`src/rtl/fifo_axis_reader.sv`:
```
// Drains a fixed-latency FIFO read port into an AXI-Stream master.
// Pops are credit-limited against a small output buffer; tlast marks every pkt_len beats.
module fifo_axis_reader #(
   parameter int unsigned  DATA_WIDTH   = 32,
   parameter int unsigned  READ_LATENCY = 1,
   parameter int unsigned  LEN_WIDTH    = 16,
   localparam int unsigned OBUF_DEPTH   = READ_LATENCY + 2,
   localparam int unsigned CNT_W        = $clog2(OBUF_DEPTH + 1)
) (
   input  logic                  clk_i,
   input  logic                  rst_i,
   input  logic [DATA_WIDTH-1:0] fifo_data_i,
   input  logic                  fifo_empty_i,
   output logic                  fifo_pop_o,
   output logic [DATA_WIDTH-1:0] m_axis_tdata_o,
   output logic                  m_axis_tvalid_o,
   input  logic                  m_axis_tready_i,
   output logic                  m_axis_tlast_o,
   input  logic [LEN_WIDTH-1:0]  pkt_len_i,
   output logic [CNT_W-1:0]      obuf_cnt_o
);

   localparam int unsigned PTR_W = $clog2(OBUF_DEPTH);
   localparam int unsigned SUM_W = CNT_W + 1;

   logic [CNT_W-1:0]      obuf_cnt;
   logic [CNT_W-1:0]      inflight_cnt;
   logic [PTR_W-1:0]      head;
   logic [PTR_W-1:0]      tail;
   logic [DATA_WIDTH-1:0] obuf [OBUF_DEPTH];
   logic                  wr_en;
   logic                  hs;
   logic [LEN_WIDTH-1:0]  beat_cnt;
   logic [LEN_WIDTH-1:0]  pkt_len_q;

   // Credit check uses only registered occupancy, so tready never reaches pop combinationally.
   assign fifo_pop_o = !rst_i && !fifo_empty_i &&
                       ((SUM_W'(obuf_cnt) + SUM_W'(inflight_cnt)) < SUM_W'(OBUF_DEPTH));

   if (READ_LATENCY == 0) begin : g_no_pipe
      assign wr_en        = fifo_pop_o;
      assign inflight_cnt = '0;
   end else begin : g_pipe
      logic [READ_LATENCY-1:0] pipe;

      // Bit 0 is the newest pop; the MSB marks data arriving this cycle.
      always_ff @(posedge clk_i or posedge rst_i) begin
         if (rst_i) pipe <= '0;
         else       pipe <= READ_LATENCY'({pipe, fifo_pop_o});
      end

      assign inflight_cnt = CNT_W'($countones(pipe));
      assign wr_en        = pipe[READ_LATENCY-1];
   end

   function automatic logic [PTR_W-1:0] ptr_inc(input logic [PTR_W-1:0] p);
      return (p == PTR_W'(OBUF_DEPTH - 1)) ? '0 : p + PTR_W'(1);
   endfunction

   assign m_axis_tvalid_o = (obuf_cnt != '0);
   assign m_axis_tdata_o  = obuf[head];
   assign obuf_cnt_o      = obuf_cnt;
   assign hs              = m_axis_tvalid_o && m_axis_tready_i;

   // Circular output buffer; head entry drives the stream.
   always_ff @(posedge clk_i or posedge rst_i) begin
      if (rst_i) begin
         head     <= '0;
         tail     <= '0;
         obuf_cnt <= '0;
         for (int unsigned i = 0; i < OBUF_DEPTH; i++) obuf[i] <= '0;
      end else begin
         if (wr_en) begin
            obuf[tail] <= fifo_data_i;
            tail       <= ptr_inc(tail);
         end
         if (hs) head <= ptr_inc(head);
         case ({wr_en, hs})
            2'b10:   obuf_cnt <= obuf_cnt + CNT_W'(1);
            2'b01:   obuf_cnt <= obuf_cnt - CNT_W'(1);
            default: obuf_cnt <= obuf_cnt;
         endcase
      end
   end

   assign m_axis_tlast_o = m_axis_tvalid_o && (pkt_len_q != '0) &&
                           (beat_cnt == pkt_len_q - LEN_WIDTH'(1));

   // Packet length is sampled only between packets so a mid-packet change takes effect next packet.
   always_ff @(posedge clk_i or posedge rst_i) begin
      if (rst_i) begin
         beat_cnt  <= '0;
         pkt_len_q <= '0;
      end else begin
         if (hs) beat_cnt <= m_axis_tlast_o ? '0 : beat_cnt + LEN_WIDTH'(1);
         if ((beat_cnt == '0 && !m_axis_tvalid_o) || (hs && m_axis_tlast_o))
            pkt_len_q <= pkt_len_i;
      end
   end

   obuf_no_overflow: assert property (@(posedge clk_i) disable iff (rst_i)
                                      !(wr_en && obuf_cnt == CNT_W'(OBUF_DEPTH)));

endmodule
```
`config.mk`:
```
export PLATFORM = sky130hd
export DESIGN_NAME = fifo_axis_reader
export DESIGN_NICKNAME = d
export VERILOG_FILES = /design/src/rtl/fifo_axis_reader.sv
export SDC_FILE = /design/constraint.sdc
export NUM_CORES = 1
export LEC_CHECK = 0
export BUFFER_PORTS_ARGS = -buffer_cell sky130_fd_sc_hd__buf_2
export CAP_MARGIN = 25
export CORE_ASPECT_RATIO = 0.7
export CORE_MARGIN = 3
export CORE_UTILIZATION = 35
export CTS_BUF_LIST = sky130_fd_sc_hd__clkbuf_4 sky130_fd_sc_hd__clkbuf_8 sky130_fd_sc_hd__clkbuf_16
export DETAILED_ROUTE_END_ITERATION = 8
export GPL_ROUTABILITY_DRIVEN = 0
export GPL_TIMING_DRIVEN = 0
export PLACE_DENSITY = 0.56
export SLEW_MARGIN = 25
export SYNTH_ARGS = -nofsm -noshare
export SYNTH_HDL_FRONTEND = slang
export SYNTH_SLANG_ARGS = --single-unit
```
`constraint.sdc`:
```
create_clock -name clk_i -period 6.45 [get_ports clk_i]
set_input_delay 1.29 -clock clk_i [delete_from_list [all_inputs] [get_ports clk_i]]
set_output_delay 1.29 -clock clk_i [all_outputs]
set_load 0.02 [all_outputs]
```
==> results of run 1 <==
==> logic make-up after synthesis <==
| kind of cell | Yosys count | share of synthesized area, % |
|---|---|---|
| multiplexers | 145 | 24.71 |
| AO/OA/AOI/OAI | 56 | 5.214 |
| adder cells (fa/ha/maj) | 7 | 1.327 |
| AND/OR/NAND/NOR | 129 | 9.651 |
| buffers and inverters | 42 | 2.996 |
| flip-flops | 135 | 51.19 |
| XOR/XNOR | 37 | 4.911 |
==> final cells by class <==
type	instances	area, um2
buffer	32	160.2
clock buffer	21	467.9
clock inverter	11	147.6
fill	1714	10280
inverter	10	45.04
multi-input combinational	374	3023
sequential	135	3378
tap	236	295.3
timing repair buffer	89	467.9
==> per-layer routing <==
layer  GRT usage [%]  vias up
met1           21.86     2319
met5               0        -
li1                -     2152
met3           3.745       14
met2           23.28       73
met4           4.661        0
==> per-stage QoR <==
stage | total power, mW | instances | area [um2] | hold WS, ns
floorplan | 2.722 | 551 | 6599 | 0.4792
CTS | 4.274 | 908 | 7985 | 0.5064
detailed placement | 3.253 | 876 | 7370 | 0.4930
global route | 4.511 | 908 | 7985 | 0.5122
global placement | 3.169 | 875 | 7335 | 0.4863
finish | 4.229 | 908 | 7985 | 0.5027
==> flip-flops by register name (all words and copies together), names as in the netlist <==
signal and cells:
obuf 96, beat_cnt 16, pkt_len_q 16, head 2, obuf_cnt_o 2, tail 2, g_pipe.pipe 1
==> power groups by stage <==
stage,Sequential (mW),Combinational (mW),Clock [mW]
2_1_floorplan,1.45,1.27,0
3_3_place_gp,1.50,1.67,0
3_5_place_dp,1.53,1.72,0
4_1_cts,1.51,1.73,1.03
5_1_grt,1.57,1.88,1.07
6_report,1.52,1.71,1.00
==> Yosys cell counts, types with 2 or more instances <==
master     number  area (um2)
mux2i_1        32       320.3
nand4_1         6       37.54
o21ai_0        35       175.2
clkbuf_1       22       82.58
nor3_1          5       25.02
buf_1           5       18.77
ha_1            7       87.58
nor4_4          2       42.54
nand2_1        48       180.2
nor2b_1         6       37.54
a2111oi_0       2       17.52
buf_6           3       33.78
mux2_2        103        1160
or2_2           3       18.77
o22ai_1         2       12.51
or3_1           2       12.51
and3_1          2       12.51
inv_1          10       37.54
xor2_1         20       175.2
o21a_1          3       22.52
o2111ai_1       2       17.52
nor4_1          6       37.54
dfrtp_1       135        3378
or3_2           2       15.01
mux2_4         10       150.1
a41oi_1         3       26.28
o31ai_1         2       15.01
xnor2_1        17       148.9
a211oi_1        2       15.01
nor2_1         35       131.4
nand3_1         5       25.02
==> path summary, 6_finish.rpt <==
path / start / endpoint / slack [ns] / cells past startpoint
max: pkt_len_q[0] / m_axis_tlast_o / 1.64 / 10
min: obuf[91] / obuf[91] / 0.50 / 1
max reg2reg: pkt_len_q[0] / beat_cnt[6] / 2.86 / 11
min reg2reg: obuf[91] / obuf[91] / 0.50 / 1
max in group asynchronous: rst_i / obuf[2] / 4.83 / 3
min in group asynchronous: rst_i / g_pipe.pipe / 0.85 / 2
==> metrics.md, run 1 <==
| Metric | Value |
|---|---|
| PD cells | `529.6 nW/um2` |
| DR WL met3 | `479 um` |
| Total grt overflow | `0` |
| Register share of total power | `35.9%` |
| Net Sw Frac | `36.94%` |
| Detailed Route Iter0 Violations | `235` |
| CTS max path bufs | `2` |
| Fin util | `43.72%` |
| First-pass GRT wire length | `24660 um` |
| CP endpoint kind | `output pin` |
| Mean Syn Cell Area | `11.98 um2` |
| Min Tclk post-route | `4.810 ns` |
| Wirelength per Cell | `16.85 um` |
| Wl on met1 | `7703 um` |
| TNS Setup | `0 ns` |
| Post-DP HPWL | `10970 um` |
| Post-Syn Instances | `551` |
| Distinct cell type count of the synthesized netlist | `45` |
| Yosys warnings | `0` |
| Vias post-DR | `4558` |
| Drt first pass iters | `6` |
| Critical Path Most Common Cell | `buf_2` |
| Worst-path maximum fanout | `7` |
| Post-synth EDFFs | `0` |
| Clock power share | `23.7%` |
| Vias per Instance | `5.020` |
| Total internal power | `2.667 mW` |
| Initial Utilization | `36.13%` |
| Comb pwr share | `40.4%` |
| Outcome | `completed` |
| Num CTS Buffers | `17` |
| Synth Flop Type | `dfrtp_1` |
| CORE AREA | `18260 um2` |
| NetSw | `1.562 mW` |
| CP delay by family, top | `simple AND/OR/NAND/NOR gates` |
| Final hold violations | `0` |
| Pleak | `3.509 nW` |
| Hold crit path type | `flop to flop` |
| Clk_skew | `0.006381 ns` |
| Syn_nets | `610` |
| CTS sink cnt | `135` |
| Uppermost layer routed | `met4` |
| Fmax | `207.9 MHz` |
| RSZ-0062 raised after global routing | `no` |
| Most common cell after layout, fill and taps aside | `dfrtp_1` |
| Max IR drop VDD | `174.3 uV` |
| DP Worst Slack | `2.057 ns` |
| Commonest cells after routing, fill and taps aside | `dfrtp_1 (135), mux2_2 (103), buf_2 (89)` |
| Fin crit share | `74.58%` |
| Max-cap violations | `0` |
| Total setup buffers inserted after CTS | `0` |
| Die Footprint | `20560 um2` |
| Share of layout cells above drive strength 1 | `37.20%` |
| H-tree levels | `4` |
| Seq/Total Area, Yosys | `51.19%` |
| Metal2 WL | `6938 um` |
| Detailed Route WL | `15300 um` |
| Die X-Extent | `170.1 um` |
| Slowest cell on crit path | `or4_4` |
| # diodes | `0` |
| GRT Overall Usage | `15.37%` |
| Worst-Skew Late Latency | `0.41 ns` |
| Worst Path Arrival | `3.52 ns` |
| Row cnt | `41` |
| Remaining antenna violation count | `0` |
| I/O pin total | `89` |
| Max-slew headroom | `35.49%` |
| Drt drc | `0` |
| Nets | `718` |
| Slowest stage delay, CP | `0.61 ns` |
| Post-synth ARST share | `100.0%` |
| CTS tree | `built` |
| Hold buffer count at CTS | `0` |
| Worst Path Required | `5.16 ns` |
| Port Buffer Count | `88` |
| Area Overhead vs Synth | `21.01%` |
| CP Launch Type | `flop` |
| Clock Root Buffer | `clkbuf_16` |
| Yosys reg bits | `135` |
| Largest net degree at the start of global routing | `101` |
| Synth Cell Area | `6599 um2` |
| Slew @ Worst Pin | `0.9603 ns` |
| Fin worst setup slack | `1.640 ns` |
| Vias in the first global route | `4753` |
| Count of final setup violators | `0` |
| Bufs and invs on worst path | `3` |
| Die Height | `120.9 um` |
| Worst path cell trace | `inv_1 > ha_1 > or4b_1 > buf_2 > a2bb2oi_1 > a211oi_1 > a41oi_1 > or4_4 > nor2_1 > buf_2` |
| CTS resizes | `0` |
| Slew Limit Fails | `0` |
| Initial antenna violation count | `0` |
| Critical path class | `flop to output pin` |
| Clock transition at path regs | `0.06 ns` |
Power figures use the tool's default switching activity.
==> run 2, diff against run 1 <==
--- a/config.mk
+++ b/config.mk
@@ -14,7 +14,7 @@
 export DETAILED_ROUTE_END_ITERATION = 8
 export GPL_ROUTABILITY_DRIVEN = 0
 export GPL_TIMING_DRIVEN = 0
-export PLACE_DENSITY = 0.56
+export PLACE_DENSITY = 0.58
 export SLEW_MARGIN = 25
 export SYNTH_ARGS = -nofsm -noshare
 export SYNTH_HDL_FRONTEND = slang
==> constraint.sdc (replaced) <==
create_clock -name clk_i -period 4.2 [get_ports clk_i]
set_input_delay 0.84 -clock clk_i [delete_from_list [all_inputs] [get_ports clk_i]]
set_output_delay 0.84 -clock clk_i [all_outputs]
set_load 0.02 [all_outputs]
==> run 2 against run 1 <==
Register-to-register slack got worse by 2.1 ns. Routed wire length up 0.46%. Clock skew grew 0.0037 ns. Global-route usage about the same. Die area did not move. Critical path depth did not move. Sequential share of layout area shrank 0.46 points. Non-clock buffer count up 3. Utilization grew 0.50 points. Sequential cell count unchanged. Via count rose by 0.39%. Clock-buffer cell count rose by 2.
==> metrics.md, run 2 (same netlist as run 1, synthesis figures left out) <==
| Metric | Value |
|---|---|
| Share of layout cells above drive strength 1 | `37.83% (+0.63 points)` |
| Max-cap violations | `0 (unchanged)` |
| NetSw | `2.374 mW (+52%)` |
| Clk_skew | `0.01011 ns (+0.003733 ns)` |
| CP Launch Type | `flop` |
| Initial antenna violation count | `0 (unchanged)` |
| H-tree levels | `4 (unchanged)` |
| Outcome | `completed` |
| TNS Setup | `0 ns (unchanged)` |
| Area Overhead vs Synth | `22.39%` |
| Die Height | `120.9 um (unchanged)` |
| Drt first pass iters | `4 (-2)` |
| Slew @ Worst Pin | `0.9841 ns (+0.02376 ns)` |
| CTS max path bufs | `2 (unchanged)` |
| Post-DP HPWL | `11310 um (+3.2%)` |
| Hold buffer count at CTS | `0 (unchanged)` |
| Fmax | `247.0 MHz` |
| Initial Utilization | `36.13% (unchanged)` |
| Critical Path Most Common Cell | `buf_2` |
| Worst-path maximum fanout | `7 (unchanged)` |
| Wirelength per Cell | `16.89 um (+0.24%)` |
| Max-slew headroom | `33.89% (-1.6 points)` |
| Commonest cells after routing, fill and taps aside | `dfrtp_1 (134), mux2_2 (103), buf_2 (89)` |
| Drt drc | `0 (unchanged)` |
| CTS sink cnt | `135 (unchanged)` |
| Slowest cell on crit path | `or4_4` |
| Worst Path Arrival | `3.21 ns (-0.31 ns)` |
| Clock power share | `24.4% (+0.7 points)` |
| Num CTS Buffers | `17 (unchanged)` |
| R2R Path Start | `pkt_len_q[0]` |
| CTS tree | `built` |
| Most common cell after layout, fill and taps aside | `dfrtp_1` |
| Critical path class | `flop to output pin` |
| Clock Root Buffer | `clkbuf_16` |
| Final hold violations | `0 (unchanged)` |
| Fillers | `1663 (-3.0%)` |
| Biggest register | `obuf` |
| Worst path cell trace | `inv_1 > ha_2 > or4b_1 > buf_2 > a2bb2oi_1 > a211oi_1 > a41oi_1 > or4_4 > nor2_4 > buf_2` |
| Remaining antenna violation count | `0 (unchanged)` |
| CORE AREA | `18260 um2 (unchanged)` |
| Vias per Instance | `5.029 (+0.17%)` |
| PD cells | `813.0 nW/um2 (+54%)` |
| Worst Hold Depth | `1 (unchanged)` |
| Biggest regs | `obuf (96), beat_cnt (16), pkt_len_q (16)` |
| Total grt overflow | `0 (unchanged)` |
| Comb pwr share | `40.0% (-0.4 points)` |
| Min Tclk post-route | `4.048 ns` |
| CP endpoint kind | `output pin` |
| Nets | `721 (+0.42%)` |
| Net Sw Frac | `36.16% (-0.78 points)` |
| RSZ-0062 raised after global routing | `no` |
| Total internal power | `4.192 mW (+57%)` |
| Die Footprint | `20560 um2 (unchanged)` |
| Hold_ws | `0.5016 ns (-0.001096 ns)` |
| I/O pin total | `89 (unchanged)` |
| Worst-Skew Late Latency | `0.42 ns (about the same)` |
| Vias post-DR | `4576 (+0.39%)` |
| Row cnt | `41 (unchanged)` |
| Count of final setup violators | `0 (unchanged)` |
| RR Endpoint | `beat_cnt[5]` |
| Largest net degree at the start of global routing | `34 (-66%)` |
| GRT Overall Usage | `15.37% (about the same)` |
| Fin crit share | `96.38%` |
| Vias in the first global route | `4623 (-2.7%)` |
| Pleak | `3.557 nW (+1.3%)` |
| CP delay by family, top | `simple AND/OR/NAND/NOR gates` |
| Min-delay src | `obuf[7]` |
| Hold Path End | `obuf[7]` |
| Hold crit path type | `flop to flop` |
| Cells on worst reg2reg path | `11 (unchanged)` |
| Flop2flop setup slack | `0.79 ns (-2.07 ns)` |
| First-pass GRT wire length | `24630 um (-0.11%)` |
| Port Buffer Count | `88 (unchanged)` |
| Max reg flops | `96 (unchanged)` |
| Die X-Extent | `170.1 um (unchanged)` |
| Bufs and invs on worst path | `3 (unchanged)` |
| Register share of total power | `35.6% (-0.3 points)` |
| Slew Limit Fails | `0 (unchanged)` |
| Detailed Route Iter0 Violations | `294 (+25%)` |
| # diodes | `0 (unchanged)` |
| Clock transition at path regs | `0.06 ns (about the same)` |
| Worst Path Required | `3.36 ns (-1.80 ns)` |
| Detailed Route WL | `15370 um (+0.46%)` |
| Max IR drop VDD | `291.4 uV (+67%)` |
| Slowest stage delay, CP | `0.58 ns (-0.03 ns)` |
run 2: power groups by stage:
stage / combinational, mW / clock, mW / sequential (mW)
finish: 2.63 / 1.60 / 2.34
global route: 2.87 / 1.69 / 2.42
CTS: 2.66 / 1.64 / 2.33
detailed placement: 2.65 / 0 / 2.35
global placement: 2.55 / 0 / 2.30
floorplan: 1.95 / 0 / 2.23
run 2: through the flow:
| step | power (mW) | cells | setup WS (ns) | util (%) | instance area [um2] |
|---|---|---|---|---|---|
| global route | 6.980 | 910 | 0.03276 | 44.22 | 8077 |
| detailed placement | 5.001 | 879 | 0.4324 | 40.66 | 7426 |
| CTS | 6.625 | 910 | 0.03313 | 44.18 | 8068 |
| floorplan | 4.180 | 551 | 0.7363 | - | 6603 |
| finish | 6.566 | 910 | 0.1519 | 44.22 | 8077 |
| global placement | 4.854 | 875 | 0.4957 | 40.18 | 7338 |
run 2: worst max path at each step:
| stage | startpoint | end | cells past startpoint |
|---|---|---|---|
| floorplan | pkt_len_q[0] | m_axis_tlast_o | 9 |
| global placement | pkt_len_q[0] | m_axis_tlast_o | 10 |
| detailed placement | pkt_len_q[0] | m_axis_tlast_o | 10 |
| CTS | pkt_len_q[0] | m_axis_tlast_o | 10 |
| global route | pkt_len_q[0] | m_axis_tlast_o | 10 |
| finish | pkt_len_q[0] | m_axis_tlast_o | 10 |
run 2: routing by layer:
metal	global-route usage, %	routed length (um)
met5	0	0
met3	3.908	776
met2	23.15	6970
met1	22.01	7451
met4	4.255	170
run 2: area by class of cell:
type	count	area [um2]	share of cell area (%)
clock buffer	23	495.5	6.135
inverter	10	41.29	0.5112
tap	236	295.3	3.656
clock inverter	8	143.9	1.782
sequential	135	3379	41.84
timing repair buffer	92	528.0	6.538
multi-input combinational	374	3033	37.55
buffer	32	160.2	1.983
run 2: timing repair:
| item | CTS | global route |
|---|---|---|
| setup buffers | 0 | 0 |
| gates resized for setup | 1 | 3 |
| hold endpoints to repair | 0 | 0 |
| endpoints found under the setup margin | 1 | 1 |
run 2: worst register-to-register path, cell delays in order, from the launching register on:
cell and delay (ns):
dfrtp_2 0.45, inv_1 0.11, ha_2 0.24, or4b_1 0.43
buf_2 0.18, a2bb2oi_1 0.14, a211oi_1 0.24, a41oi_1 0.08
or4_4 0.58, nor2_1 0.27, clkbuf_1 0.42, nor2_1 0.12
==> run 3, diff against run 2 <==
==> constraint.sdc (replaced) <==
create_clock -name clk_i -period 4.2 [get_ports clk_i]
set_input_delay 0.63 -clock clk_i [delete_from_list [all_inputs] [get_ports clk_i]]
set_output_delay 0.63 -clock clk_i [all_outputs]
set_load 0.02 [all_outputs]
==> run 3 against run 2 <==
Clock skew about the same. Utilization decreased by 0.062 points. Critical path depth unchanged. Clock power about the same. Final cell count unchanged. Critical path type unchanged. Largest cell class unchanged.
==> metrics.md, run 3 (same netlist as run 1, synthesis figures left out) <==
| Metric | Value |
|---|---|
| Clock Root Buffer | `clkbuf_16` |
| Critical Path Most Common Cell | `buf_2` |
| Max-cap violations | `0 (unchanged)` |
| Fin worst setup slack | `0.1711 ns (+0.01924 ns)` |
| # diodes | `0 (unchanged)` |
| Area Overhead vs Synth | `22.22%` |
| Flop2flop setup slack | `0.73 ns (-0.06 ns)` |
| Fmax | `248.2 MHz (+0.48%)` |
| Max IR drop VDD | `290.9 uV (-0.19%)` |
| Row cnt | `41 (unchanged)` |
| Worst-path maximum fanout | `7 (unchanged)` |
| Max reg flops | `96 (unchanged)` |
| Final hold violations | `0 (unchanged)` |
| Hold crit path type | `input port to async pin` |
| Slew @ Worst Pin | `0.9846 ns (+0.0005144 ns)` |
| Hold_ws | `0.3149 ns (-0.1867 ns)` |
| H-tree levels | `4 (unchanged)` |
| Vias per Instance | `5.026 (about the same)` |
| Fillers | `1665 (+0.12%)` |
| Nets | `721 (unchanged)` |
| Vias in the first global route | `4623 (unchanged)` |
| First-pass GRT wire length | `24630 um (unchanged)` |
| Biggest register | `obuf` |
| CTS sink cnt | `135 (unchanged)` |
| Die Height | `120.9 um (unchanged)` |
| Max-slew headroom | `33.85% (-0.035 points)` |
| Worst path cell trace | `inv_1 > ha_1 > or4b_1 > buf_2 > a2bb2oi_1 > a211oi_1 > a41oi_1 > or4_4 > nor2_1 > buf_2` |
| Worst Path Required | `3.57 ns (+0.21 ns)` |
| Vias post-DR | `4574 (-0.044%)` |
| Most common cell after layout, fill and taps aside | `dfrtp_1` |
| Fin crit share | `95.93% (-0.46 points)` |
| Total grt overflow | `0 (unchanged)` |
| Commonest cells after routing, fill and taps aside | `dfrtp_1 (135), mux2_2 (103), buf_2 (89)` |
| CTS resizes | `0 (-1)` |
| Num CTS Buffers | `17 (unchanged)` |
| Die X-Extent | `170.1 um (unchanged)` |
| Slowest stage delay, CP | `0.57 ns (about the same)` |
| Detailed Route WL | `15370 um (about the same)` |
| Critical path class | `flop to output pin` |
| Initial Utilization | `36.13% (unchanged)` |
| Worst Path Arrival | `3.40 ns (+0.19 ns)` |
| CTS max path bufs | `2 (unchanged)` |
| Drt first pass iters | `4 (unchanged)` |
| Biggest regs | `obuf (96), beat_cnt (16), pkt_len_q (16)` |
| CP Launch Type | `flop` |
| Clk_skew | `0.01010 ns (-0.00001040 ns)` |
| Outcome | `completed` |
| Total setup buffers inserted after CTS | `0 (unchanged)` |
| Detailed Route Iter0 Violations | `289 (-1.7%)` |
| Wirelength per Cell | `16.89 um (about the same)` |
| CTS tree | `built` |
| Slew Limit Fails | `0 (unchanged)` |
| Die Footprint | `20560 um2 (unchanged)` |
| Min Tclk post-route | `4.029 ns (-0.01924 ns)` |
| Bufs and invs on worst path | `3 (unchanged)` |
| CORE AREA | `18260 um2 (unchanged)` |
| Worst-Skew Late Latency | `0.42 ns (about the same)` |
| Largest net degree at the start of global routing | `34 (unchanged)` |
| Final Non-Filler Cells | `910 (unchanged)` |
| Post-DP Area | `7426 um2 (unchanged)` |
| I/O pin total | `89 (unchanged)` |
| Slowest cell on crit path | `or4_4` |
| Design Area, Final | `8065 um2 (-0.14%)` |
| Hold buffer count at CTS | `0 (unchanged)` |
| Clock transition at path regs | `0.06 ns (about the same)` |
| Remaining antenna violation count | `0 (unchanged)` |
| GRT Overall Usage | `15.37% (unchanged)` |
| Count of final setup violators | `0 (unchanged)` |
| Initial antenna violation count | `0 (unchanged)` |
| TNS Setup | `0 ns (unchanged)` |
| RSZ-0062 raised after global routing | `no` |
| DP Worst Slack | `0.6424 ns (+0.2100 ns)` |
| CP endpoint kind | `output pin` |
| PD cells | `813.5 nW/um2 (about the same)` |
| Placed insts | `879 (unchanged)` |
| Post-DP HPWL | `11310 um (unchanged)` |
| Pleak | `3.559 nW (about the same)` |
| Share of layout cells above drive strength 1 | `37.39% (-0.45 points)` |
| Port Buffer Count | `88 (unchanged)` |
| Drt drc | `0 (unchanged)` |
| CP delay by family, top | `simple AND/OR/NAND/NOR gates` |
[run 3: changes by cell type in the layout (fill, tap and decap cells not counted)]
cell / delta
dfrtp_1: +1
dfrtp_2: -1
ha_1: +1
ha_2: -1
nor2_1: +1
nor2_4: -1
[run 3: worst paths after layout]
kind / start / end / depth (start not counted)
worst max-delay path: pkt_len_q[0] / m_axis_tlast_o / 10
worst min-delay path: rst_i / pkt_len_q[0] / 2
worst max register to register: pkt_len_q[0] / beat_cnt[5] / 11
worst min register to register: obuf[7] / obuf[7] / 1
max in group asynchronous: rst_i / obuf[3] / 6
min in group clk_i: fifo_empty_i / g_pipe.pipe / 2
[run 3: routing by layer]
layer | wire length [um] | share of wire (%) | global-route usage [%]
met5 | 0 | 0 | 0
met4 | 170 | 1.1 | 4.255
met3 | 720 | 4.7 | 3.908
met2 | 6975 | 45 | 23.15
met1 | 7500 | 49 | 22.01
[run 3: final cells by class]
cell class	count	area [um2]	area share, %
Timing Repair Buffer	92	528.0	6.547
Buffer	32	160.2	1.986
Inverter	10	41.29	0.5119
Sequential cell	135	3378	41.89
Tap cell	236	295.3	3.661
Clock buffer	23	495.5	6.143
Clock inverter	8	143.9	1.784
Multi-Input combinational cell	374	3023	37.48
[run 3: stage by stage]
step           util (%)  power [mW]
2_1_floorplan         -       4.180
3_3_place_gp      40.18       4.854
3_5_place_dp      40.66       5.001
4_1_cts           44.16       6.624
5_1_grt           44.16       6.975
6_report          44.16       6.561
[run 3: where the power goes]
part / total [mW] / internal [mW] / switching (mW)
Combinational: 2.63 / 1.21 / 1.42
Clock: 1.60 / 1.06 / 0.533
Sequential: 2.34 / 1.92 / 0.420
